[src/rtl/commit_unit_pkg.sv]
// commit_unit_pkg: shared configuration for the retirement stage.
//   - datapath / index widths used on the commit_unit ports
//   - decoded instruction id constants
//   - store / conditional-branch / HALT classifiers
//   - flush/halt FSM state encoding (2 bits)
package commit_unit_pkg;

  localparam int InstrIdWidth = 6;
  localparam int RegIdxWidth  = 5;
  localparam int ROBIdxWidth  = 4;
  localparam int LSBIdxWidth  = 3;
  localparam int WordWidth    = 32;
  localparam int AddrWidth    = 32;

  typedef logic [InstrIdWidth-1:0] instr_id_t;

  localparam instr_id_t ID_NOP   = 6'd0;
  localparam instr_id_t ID_LUI   = 6'd1;
  localparam instr_id_t ID_AUIPC = 6'd2;
  localparam instr_id_t ID_JAL   = 6'd3;
  localparam instr_id_t ID_JALR  = 6'd4;
  localparam instr_id_t ID_BEQ   = 6'd5;
  localparam instr_id_t ID_BNE   = 6'd6;
  localparam instr_id_t ID_BLT   = 6'd7;
  localparam instr_id_t ID_BGE   = 6'd8;
  localparam instr_id_t ID_BLTU  = 6'd9;
  localparam instr_id_t ID_BGEU  = 6'd10;
  localparam instr_id_t ID_LB    = 6'd11;
  localparam instr_id_t ID_LH    = 6'd12;
  localparam instr_id_t ID_LW    = 6'd13;
  localparam instr_id_t ID_LBU   = 6'd14;
  localparam instr_id_t ID_LHU   = 6'd15;
  localparam instr_id_t ID_SB    = 6'd16;
  localparam instr_id_t ID_SH    = 6'd17;
  localparam instr_id_t ID_SW    = 6'd18;
  localparam instr_id_t ID_ADDI  = 6'd19;
  localparam instr_id_t ID_ADD   = 6'd28;
  localparam instr_id_t ID_SUB   = 6'd29;
  localparam instr_id_t ID_HALT  = 6'd63;

  typedef enum logic [1:0] {
    ST_RUN    = 2'd0,
    ST_FLUSH  = 2'd1,
    ST_HALTED = 2'd2
  } state_e;

  function automatic logic is_store(input instr_id_t id);
    return (id == ID_SB) || (id == ID_SH) || (id == ID_SW);
  endfunction

  // Conditional branches only; JAL/JALR write rd and are not counted here.
  function automatic logic is_branch(input instr_id_t id);
    return (id >= ID_BEQ) && (id <= ID_BGEU);
  endfunction

  function automatic logic is_halt(input instr_id_t id);
    return id == ID_HALT;
  endfunction

endpackage

[src/rtl/commit_unit_flush_timer.sv]
// commit_unit_flush_timer: holds the global branch clear for FLUSH_CYCLES
// enabled cycles after a load.
// Ports:
//   clk_in, rst_in  clock, synchronous active-high reset
//   en_in           global enable; low freezes the timer
//   load_in         start a flush window (sampled when en_in=1)
//   active_out      registered clear level
//   last_out        active and counter at zero: the window ends on the next enabled edge
module commit_unit_flush_timer #(
  parameter int FLUSH_CYCLES = 1
) (
  input  logic clk_in,
  input  logic rst_in,
  input  logic en_in,
  input  logic load_in,
  output logic active_out,
  output logic last_out
);

  localparam int CW = (FLUSH_CYCLES > 1) ? $clog2(FLUSH_CYCLES) : 1;
  localparam logic [CW-1:0] LOAD_VAL = CW'(FLUSH_CYCLES - 1);

  logic [CW-1:0] cnt_q;
  logic          active_q;

  always_ff @(posedge clk_in) begin
    if (rst_in) begin
      cnt_q    <= '0;
      active_q <= 1'b0;
    end else if (en_in) begin
      if (load_in) begin
        cnt_q    <= LOAD_VAL;
        active_q <= 1'b1;
      end else if (active_q) begin
        if (cnt_q == '0) begin
          active_q <= 1'b0;
        end else begin
          cnt_q <= cnt_q - CW'(1);
        end
      end
    end
  end

  assign active_out = active_q;
  assign last_out   = active_q && (cnt_q == '0);

endmodule

[src/rtl/commit_unit.sv]
// commit_unit: retirement stage downstream of the reorder buffer.
// Retires one instruction per commit pulse: register write + rename tag
// release, store release to the LSB, redirect with global branch clear,
// and HALT. Owns the RUN/FLUSH/HALTED FSM and the retired counter.
// Inputs:  clk_in, rst_in (sync, active-high), rdy_in (global enable),
//          commit_en_in, instr_id_in, rd_in, rob_pos_in, lsb_pos_in,
//          res_in, jump_en_in, jump_a_in
// Outputs: reg_wr_{en,rd,data,rob_pos}_out, lsb_commit_{en,pos}_out,
//          clear_branch_out, pc_redirect_{en,a}_out, halt_out,
//          retired_cnt_out
// Optional: define COMMIT_PERF_EN to add mispredict_cnt_out and
//           store_cnt_out.
module commit_unit
  import commit_unit_pkg::*;
#(
  parameter int FLUSH_CYCLES = 1,
  parameter int CNT_WIDTH    = 32
) (
  input  logic                   clk_in,
  input  logic                   rst_in,
  input  logic                   rdy_in,
  input  logic                   commit_en_in,
  input  logic [InstrIdWidth-1:0] instr_id_in,
  input  logic [RegIdxWidth-1:0]  rd_in,
  input  logic [ROBIdxWidth-1:0]  rob_pos_in,
  input  logic [LSBIdxWidth-1:0]  lsb_pos_in,
  input  logic [WordWidth-1:0]    res_in,
  input  logic                    jump_en_in,
  input  logic [AddrWidth-1:0]    jump_a_in,
  output logic                    reg_wr_en_out,
  output logic [RegIdxWidth-1:0]  reg_wr_rd_out,
  output logic [WordWidth-1:0]    reg_wr_data_out,
  output logic [ROBIdxWidth-1:0]  reg_wr_rob_pos_out,
  output logic                    lsb_commit_en_out,
  output logic [LSBIdxWidth-1:0]  lsb_commit_pos_out,
  output logic                    clear_branch_out,
  output logic                    pc_redirect_en_out,
  output logic [AddrWidth-1:0]    pc_redirect_a_out,
  output logic                    halt_out,
`ifdef COMMIT_PERF_EN
  output logic [CNT_WIDTH-1:0]    mispredict_cnt_out,
  output logic [CNT_WIDTH-1:0]    store_cnt_out,
`endif
  output logic [CNT_WIDTH-1:0]    retired_cnt_out
);

  state_e                  state_q;
  logic                    reg_wr_en_q;
  logic [RegIdxWidth-1:0]  reg_wr_rd_q;
  logic [WordWidth-1:0]    reg_wr_data_q;
  logic [ROBIdxWidth-1:0]  reg_wr_rob_pos_q;
  logic                    lsb_commit_en_q;
  logic [LSBIdxWidth-1:0]  lsb_commit_pos_q;
  logic                    pc_redirect_en_q;
  logic [AddrWidth-1:0]    pc_redirect_a_q;
  logic                    halt_q;
  logic [CNT_WIDTH-1:0]    retired_cnt_q;
`ifdef COMMIT_PERF_EN
  logic [CNT_WIDTH-1:0]    mispredict_cnt_q;
  logic [CNT_WIDTH-1:0]    store_cnt_q;
`endif

  logic retire;
  logic do_halt;
  logic do_store;
  logic do_redirect;
  logic do_reg_wr;
  logic flush_active;
  logic flush_last;

  // Decode of the commit being retired this edge; only meaningful in RUN.
  always_comb begin
    retire      = (state_q == ST_RUN) && commit_en_in;
    do_halt     = retire && is_halt(instr_id_in);
    do_store    = retire && !do_halt && is_store(instr_id_in);
    do_redirect = retire && !do_halt && jump_en_in;
    do_reg_wr   = retire && !do_halt && !is_store(instr_id_in) &&
                  !is_branch(instr_id_in) && (rd_in != '0);
  end

  commit_unit_flush_timer #(
    .FLUSH_CYCLES (FLUSH_CYCLES)
  ) u_flush_timer (
    .clk_in     (clk_in),
    .rst_in     (rst_in),
    .en_in      (rdy_in),
    .load_in    (do_redirect),
    .active_out (flush_active),
    .last_out   (flush_last)
  );

  always_ff @(posedge clk_in) begin
    if (rst_in) begin
      state_q            <= ST_RUN;
      reg_wr_en_q        <= 1'b0;
      reg_wr_rd_q        <= '0;
      reg_wr_data_q      <= '0;
      reg_wr_rob_pos_q   <= '0;
      lsb_commit_en_q    <= 1'b0;
      lsb_commit_pos_q   <= '0;
      pc_redirect_en_q   <= 1'b0;
      pc_redirect_a_q    <= '0;
      halt_q             <= 1'b0;
      retired_cnt_q      <= '0;
`ifdef COMMIT_PERF_EN
      mispredict_cnt_q   <= '0;
      store_cnt_q        <= '0;
`endif
    end else if (rdy_in) begin
      reg_wr_en_q      <= 1'b0;
      lsb_commit_en_q  <= 1'b0;
      pc_redirect_en_q <= 1'b0;
      case (state_q)
        ST_RUN: begin
          if (retire) begin
            retired_cnt_q <= retired_cnt_q + CNT_WIDTH'(1);
          end
          if (do_reg_wr) begin
            reg_wr_en_q      <= 1'b1;
            reg_wr_rd_q      <= rd_in;
            reg_wr_data_q    <= res_in;
            reg_wr_rob_pos_q <= rob_pos_in;
          end
          if (do_store) begin
            lsb_commit_en_q  <= 1'b1;
            lsb_commit_pos_q <= lsb_pos_in;
`ifdef COMMIT_PERF_EN
            store_cnt_q      <= store_cnt_q + CNT_WIDTH'(1);
`endif
          end
          if (do_halt) begin
            halt_q  <= 1'b1;
            state_q <= ST_HALTED;
          end else if (do_redirect) begin
            pc_redirect_en_q <= 1'b1;
            pc_redirect_a_q  <= jump_a_in;
            state_q          <= ST_FLUSH;
`ifdef COMMIT_PERF_EN
            mispredict_cnt_q <= mispredict_cnt_q + CNT_WIDTH'(1);
`endif
          end
        end
        ST_FLUSH: begin
          // The timer drops the clear on this same edge.
          if (flush_last) begin
            state_q <= ST_RUN;
          end
        end
        ST_HALTED: begin
          state_q <= ST_HALTED;
        end
        default: begin
          state_q <= ST_RUN;
        end
      endcase
    end
  end

  assign reg_wr_en_out      = reg_wr_en_q;
  assign reg_wr_rd_out      = reg_wr_rd_q;
  assign reg_wr_data_out    = reg_wr_data_q;
  assign reg_wr_rob_pos_out = reg_wr_rob_pos_q;
  assign lsb_commit_en_out  = lsb_commit_en_q;
  assign lsb_commit_pos_out = lsb_commit_pos_q;
  assign clear_branch_out   = flush_active;
  assign pc_redirect_en_out = pc_redirect_en_q;
  assign pc_redirect_a_out  = pc_redirect_a_q;
  assign halt_out           = halt_q;
  assign retired_cnt_out    = retired_cnt_q;
`ifdef COMMIT_PERF_EN
  assign mispredict_cnt_out = mispredict_cnt_q;
  assign store_cnt_out      = store_cnt_q;
`endif

endmodule

[config.mk]
export PLATFORM = sky130hd
export DESIGN_NAME = commit_unit
export DESIGN_NICKNAME = d
export VERILOG_FILES = /design/src/rtl/commit_unit_pkg.sv /design/src/rtl/commit_unit_flush_timer.sv /design/src/rtl/commit_unit.sv
export SDC_FILE = /design/constraint.sdc
export NUM_CORES = 1
export LEC_CHECK = 0
export ABC_AREA = 1
export CAP_MARGIN = 10
export CORE_ASPECT_RATIO = 1.1
export CORE_MARGIN = 8
export CORE_UTILIZATION = 43
export CTS_CLUSTER_SIZE = 30
export DETAILED_ROUTE_END_ITERATION = 8
export PLACE_DENSITY_LB_ADDON = 0.08
export SYNTH_ARGS = -nofsm -noshare
export SYNTH_HDL_FRONTEND = slang
export SYNTH_SLANG_ARGS = --single-unit
[constraint.sdc]
create_clock -name clk_in -period 1.7 [get_ports clk_in]
set_input_delay 0.34 -clock clk_in [delete_from_list [all_inputs] [get_ports clk_in]]
set_output_delay 0.34 -clock clk_in [all_outputs]
set_load 0.005 [all_outputs]
# [After elaboration in Yosys (flattened, before gate mapping)]
# Cells that the tools add are included.
[op_classes] n_lt_le_gt_ge=2 eq_ne=8 n_reduce_logical=25 bitwise_logic=2 add_sub_neg=2 n_mux=17
[ops] operator="32-bit by 1-bit adder with 32-bit output (second input constant)" count=1
[ops] operator="6-bit by 5-bit equality test with 1-bit output (second input constant)" count=3
[ops] operator="3-bit AND reduction" count=5
[ops] operator="1-bit two-way mux" count=13
[ops] operator="1-bit logical AND" count=10
[ops] operator="6-bit equality test (second input constant)" count=1
[ops] operator="6-bit by 3-bit greater-or-equal comparator with 1-bit output (second input constant)" count=1
[ops] operator="6-bit by 4-bit less-or-equal comparator with 1-bit output (second input constant)" count=1
[ops] operator="2-bit two-way mux" count=3
[ops] operator="2-bit one-hot mux with 3 select lines" count=1
[ops] operator="5-bit nonzero test" count=1
[ops] operator="4-bit AND reduction" count=1
[ops] operator="1-bit zero test" count=3
[ops] operator="3-bit inequality test (second input constant)" count=1
[ops] operator="2-bit by 1-bit equality test with 1-bit output (second input constant)" count=1
[ops] operator="2-bit equality test (second input constant)" count=1
[ops] operator="2-bit zero test" count=1
[ops] operator="1-bit logical OR" count=2
[ops] operator="2-bit inequality test (second input constant)" count=1
[ops] operator="1-bit NOT" count=2
[ops] operator="2-bit AND reduction" count=1
[ops] operator="2-bit nonzero test" count=1
[ops] operator="1-bit subtractor (second input constant)" count=1
[word_totals] input_bits=87 word_cells=69 reg_bits=116

# [Longest topological paths before layout]
[logic_depth] depth_word=10 ltp_mapped=10

# [Cells and area by module]
# From an unflattened synthesis, not the netlist that was laid out.
[unflattened] hier_cells=734 hier_area_um2=5061.1
[by_module_without_submodules] module="commit_unit" n_inst=1 seq_area_each_um2=2282.2 area_per_inst_um2=5008.6 cells_per_inst=726
[by_module_without_submodules] module="commit_unit_flush_timer" n_inst=1 seq_area_each_um2=20.0 area_per_inst_um2=52.6 cells_per_inst=8

# [Worst setup path before layout]
# Ideal clock, no wire load.
[synth_path] kind="register -> register" start="register retired_cnt_q[1] (netlist: retired_cnt_out[1])" end="register retired_cnt_q[18] (netlist: retired_cnt_out[18])" path_stages_with_launch=10 setup_time_ps=116 slack_ps=166 n_path_buf=0 period_less_slack_ps=1534 t_arrival_ps=1418 cell_sequence="dfxtp_1 ha_1 nand2_1 nor2_1 nand2_1 nor2_8 nand3_2 nor2_1 and2_1 nor2_1"
[synth_between] elab_chain_cells=1
[synth_lines] element="from (decl)" line_no="commit_unit.sv:57" source="logic [CNT_WIDTH-1:0] retired_cnt_q;"
[synth_lines] element="from (signal assigned)" line_no="commit_unit.sv:116" source="retired_cnt_q <= retired_cnt_q + CNT_WIDTH'(1);"
[synth_lines] element="32-bit by 1-bit adder with 32-bit output" line_no="commit_unit.sv:116"
# No other way between the ends.
# A chain may end at the register's enable or synchronous reset.

# [Worst setup path in the final report]
[layout_path] start="register retired_cnt_q[19] (netlist: retired_cnt_out[19])" end="output port retired_cnt_out[19]"
[layout_rtl] element="to (decl)" line_no="commit_unit.sv:44" source="output logic [CNT_WIDTH-1:0] retired_cnt_out"
# No word-level cell between the ends.

==> results.json <==
{
  "post-route-period-util": 0.977,
  "maxSlewViolCount": 0,
  "hold_depth": 4,
  "timing.fmax_mhz": 602,
  "grt_pass1_vias": 5253,
  "syn-num-nets": 815,
  "critPathTopFamily": "buffers and inverters",
  "dp_slack_ns": -0.346,
  "synth_compound_area_frac": 0.0739,
  "initial_core_util": 0.437,
  "htreeDepth": 4,
  "grt-ovfl-total": 0,
  "fin_total_pwr_w": 0.00713,
  "area_growth_pct": 59.1,
  "die_y_um": 129,
  "cts_buffers": 17,
  "yosys.area.top_type": "dfxtp_1",
  "ys_top_cells_by_area": "dfxtp_1, nand2_1, nor2_1, inv_1, a21oi_1",
  "dieWidth_um": 119,
  "setup_tns_ns": 0,
  "reg2reg_depth": 10,
  "synth_fa_ha_area_frac": 0.00251,
  "min_period_ns": 1.66,
  "r2r_start": "retired_cnt_out[0]",
  "path_buf_inv": 1,
  "clkLatencyLatePin_ns": 0.41,
  "cp_slowest_cell": "clkdlybuf4s50_1",
  "port_buffers": 199,
  "p_leak_nw": 3.38,
  "grt_max_degree": 35,
  "drv_cap": 0,
  "hold_path.class": "in -> reg",
  "synthCells": 727,
  "drc_errors": 0,
  "placedCellCount": 1069,
  "crit_type": "reg -> out",
  "yosys_warnings": 0,
  "worstPathCellList": "clkdlybuf4s50_1",
  "slowest_delay_ns": 0.52,
  "layout_commonest_cell": "clkdlybuf4s50_1",
  "synth_simple_gate_area_frac": 0.356,
  "gp_congestion": 0.838,
  "hpwl_um": 11600,
  "synth_mux_area_frac": 0,
  "ys_types": 30,
  "layout.cells.most_common_list": "clkdlybuf4s50_1, nand2_1, nor2_1, dfxtp_1, inv_1",
  "critPathCaptureType": "output pin",
  "drive_gt1_frac": 0.110,
  "vias": 5216,
  "rsz0062_at_grt": "true",
  "worstHoldStart": "rst_in",
  "final_nets": 1026,
  "setup_viol": 0,
  "totalWireLength_um": 15400,
  "cts.sinks": 115,
  "die_area_um2": 15300,
  "startpoint": "retired_cnt_out[19]",
  "track_usage": 0.202,
  "grt_pass1_wl_um": 25300,
  "status": "finished, final reports clean",
  "synth-seq-cells": 115,
  "cts_buffer_depth": 2,
  "tightestPinTransition_ns": 0.485,
  "wl_per_cell_um": 14.0,
  "ios": 200,
  "p_per_area_nw_per_um2": 900,
  "slew_headroom": 0.675,
  "rows": 41,
  "antennaDiodeCount": 0,
  "antenna_found_initial": 0,
  "cts.reportedPaths.clkPinSlew_ns": 0.05,
  "crit_path_max_fanout": 6,
  "arrival_ns": 1.32,
  "synth_top_family_by_area": "simple AND/OR/NAND/NOR gates",
  "r2r_end": "retired_cnt_out[24]",
  "postCtsHoldBufs": 0,
  "via_per_inst": 4.74,
  "clockRootBuffer": "clkbuf_16",
  "rrSetupSlack_ns": 0.13,
  "fin_cells": 1101,
  "finClkSkew_ns": 0.0107,
  "dr.pass1.iters": 4,
  "setup.worst_path.start_class": "flip-flop",
  "cts_tree": "done",
  "core_um2": 11400,
  "synthXorXnorAreaFrac": 0.00879,
  "syn_avg_cell_area_um2": 6.85,
  "finalWorstSetupSlack_ns": 0.0394,
  "syn_area_um2": 4980,
  "holdPathEnd": "retired_cnt_out[0]",
  "dr.first_iter.drc_count": 276,
  "synth_seq_area_share": 0.462,
  "cp.required_ns": 1.36,
  "ant_nets": 0,
  "holdWs_ns": 0.306,
  "synth.top_cell.area_share": 0.462,
  "final_hold_viol_count": 0,
  "peakVddDrop_uv": 642
}
## registers in the layout, indices dropped and copies added (netlist names), 2 cells and up
name                flops
reg_wr_rd_out           5
retired_cnt_out        32
reg_wr_data_out        32
reg_wr_rob_pos_out      4
lsb_commit_pos_out      3
pc_redirect_a_out      32
state_q                 2
## report_power, final
group          switching, W  total (W)  internal [W]
Sequential        0.0000612    0.00287       0.00281
Combinational      0.000391   0.000910      0.000520
Clock               0.00121    0.00335       0.00213
## cells by family after synthesis
family | Yosys count
buffers and inverters | 116
and+or+nand+nor | 418
adders and majority gates | 1
DFF | 115
AOI/OAI and AO/OA | 72
xor gates and xnor gates | 5
## through the flow
step | utilization | instance area (um^2)
floorplan | - | 4980
global placement | 0.639 | 7280
detailed placement | 0.639 | 7280
CTS | 0.690 | 7860
global route | 0.696 | 7920
finish | 0.696 | 7920
## how the worst max path moves through the flow
| stage | endpoint | slack, ns | depth (start not counted) |
|---|---|---|---|
| 2_1_floorplan | retired_cnt_out[18] | 0.17 | 9 |
| 6_report | retired_cnt_out[19] | 0.04 | 1 |
| 4_1_cts | retired_cnt_out[9] | 0.002 | 1 |
| 3_5_place_dp | retired_cnt_out[25] | -0.35 | 9 |
| 5_1_grt | retired_cnt_out[16] | -0.02 | 9 |
| 3_3_place_gp | retired_cnt_out[25] | -0.31 | 9 |
## final cells by class
class,instances,area (um^2)
flip-flops and latches,115,2340
repair buffers,225,2270
clock buffers,21,440
inverters,83,312
multi-input cells,496,2260
clock inverters,11,113
well taps,150,188
fillers,967,3470
## cells in the mapped netlist
cell type / instances
o21a_1: 1
nor2_4: 2
buf_2: 8
xor2_1: 5
inv_2: 1
nor2_2: 2
nor3_1: 10
nor2_1: 145
o21ai_1: 2
nand3_1: 53
buf_1: 1
a21oi_1: 55
o211ai_1: 1
ha_1: 1
nor4_1: 1
and2_1: 1
inv_1: 82
nand2_1: 183
buf_4: 1
nand4_2: 1
or2_2: 1
nor2_8: 2
dfxtp_1: 115
nand3_2: 4
buf_6: 4
nor3b_1: 1
o21ai_0: 12
a211oi_1: 1
clkbuf_1: 19
nand4_1: 12
## per-layer routing
metal | share of wire | track usage | wire, um
met2 | 0.49 | 0.346 | 7570
met3 | 0.089 | 0.0876 | 1370
met4 | 0.012 | 0.0633 | 184
met1 | 0.41 | 0.221 | 6310
met5 | 0 | 0 | 0
## timing repair
| action | 4_1_cts | 5_1_grt |
|---|---|---|
| pin swaps | 0 | 2 |
| setup endpoints to repair | 19 | 31 |
| gates resized for setup | 20 | 26 |
| setup buffers | 0 | 0 |
Note: power is estimated with default switching activity, not from simulation.
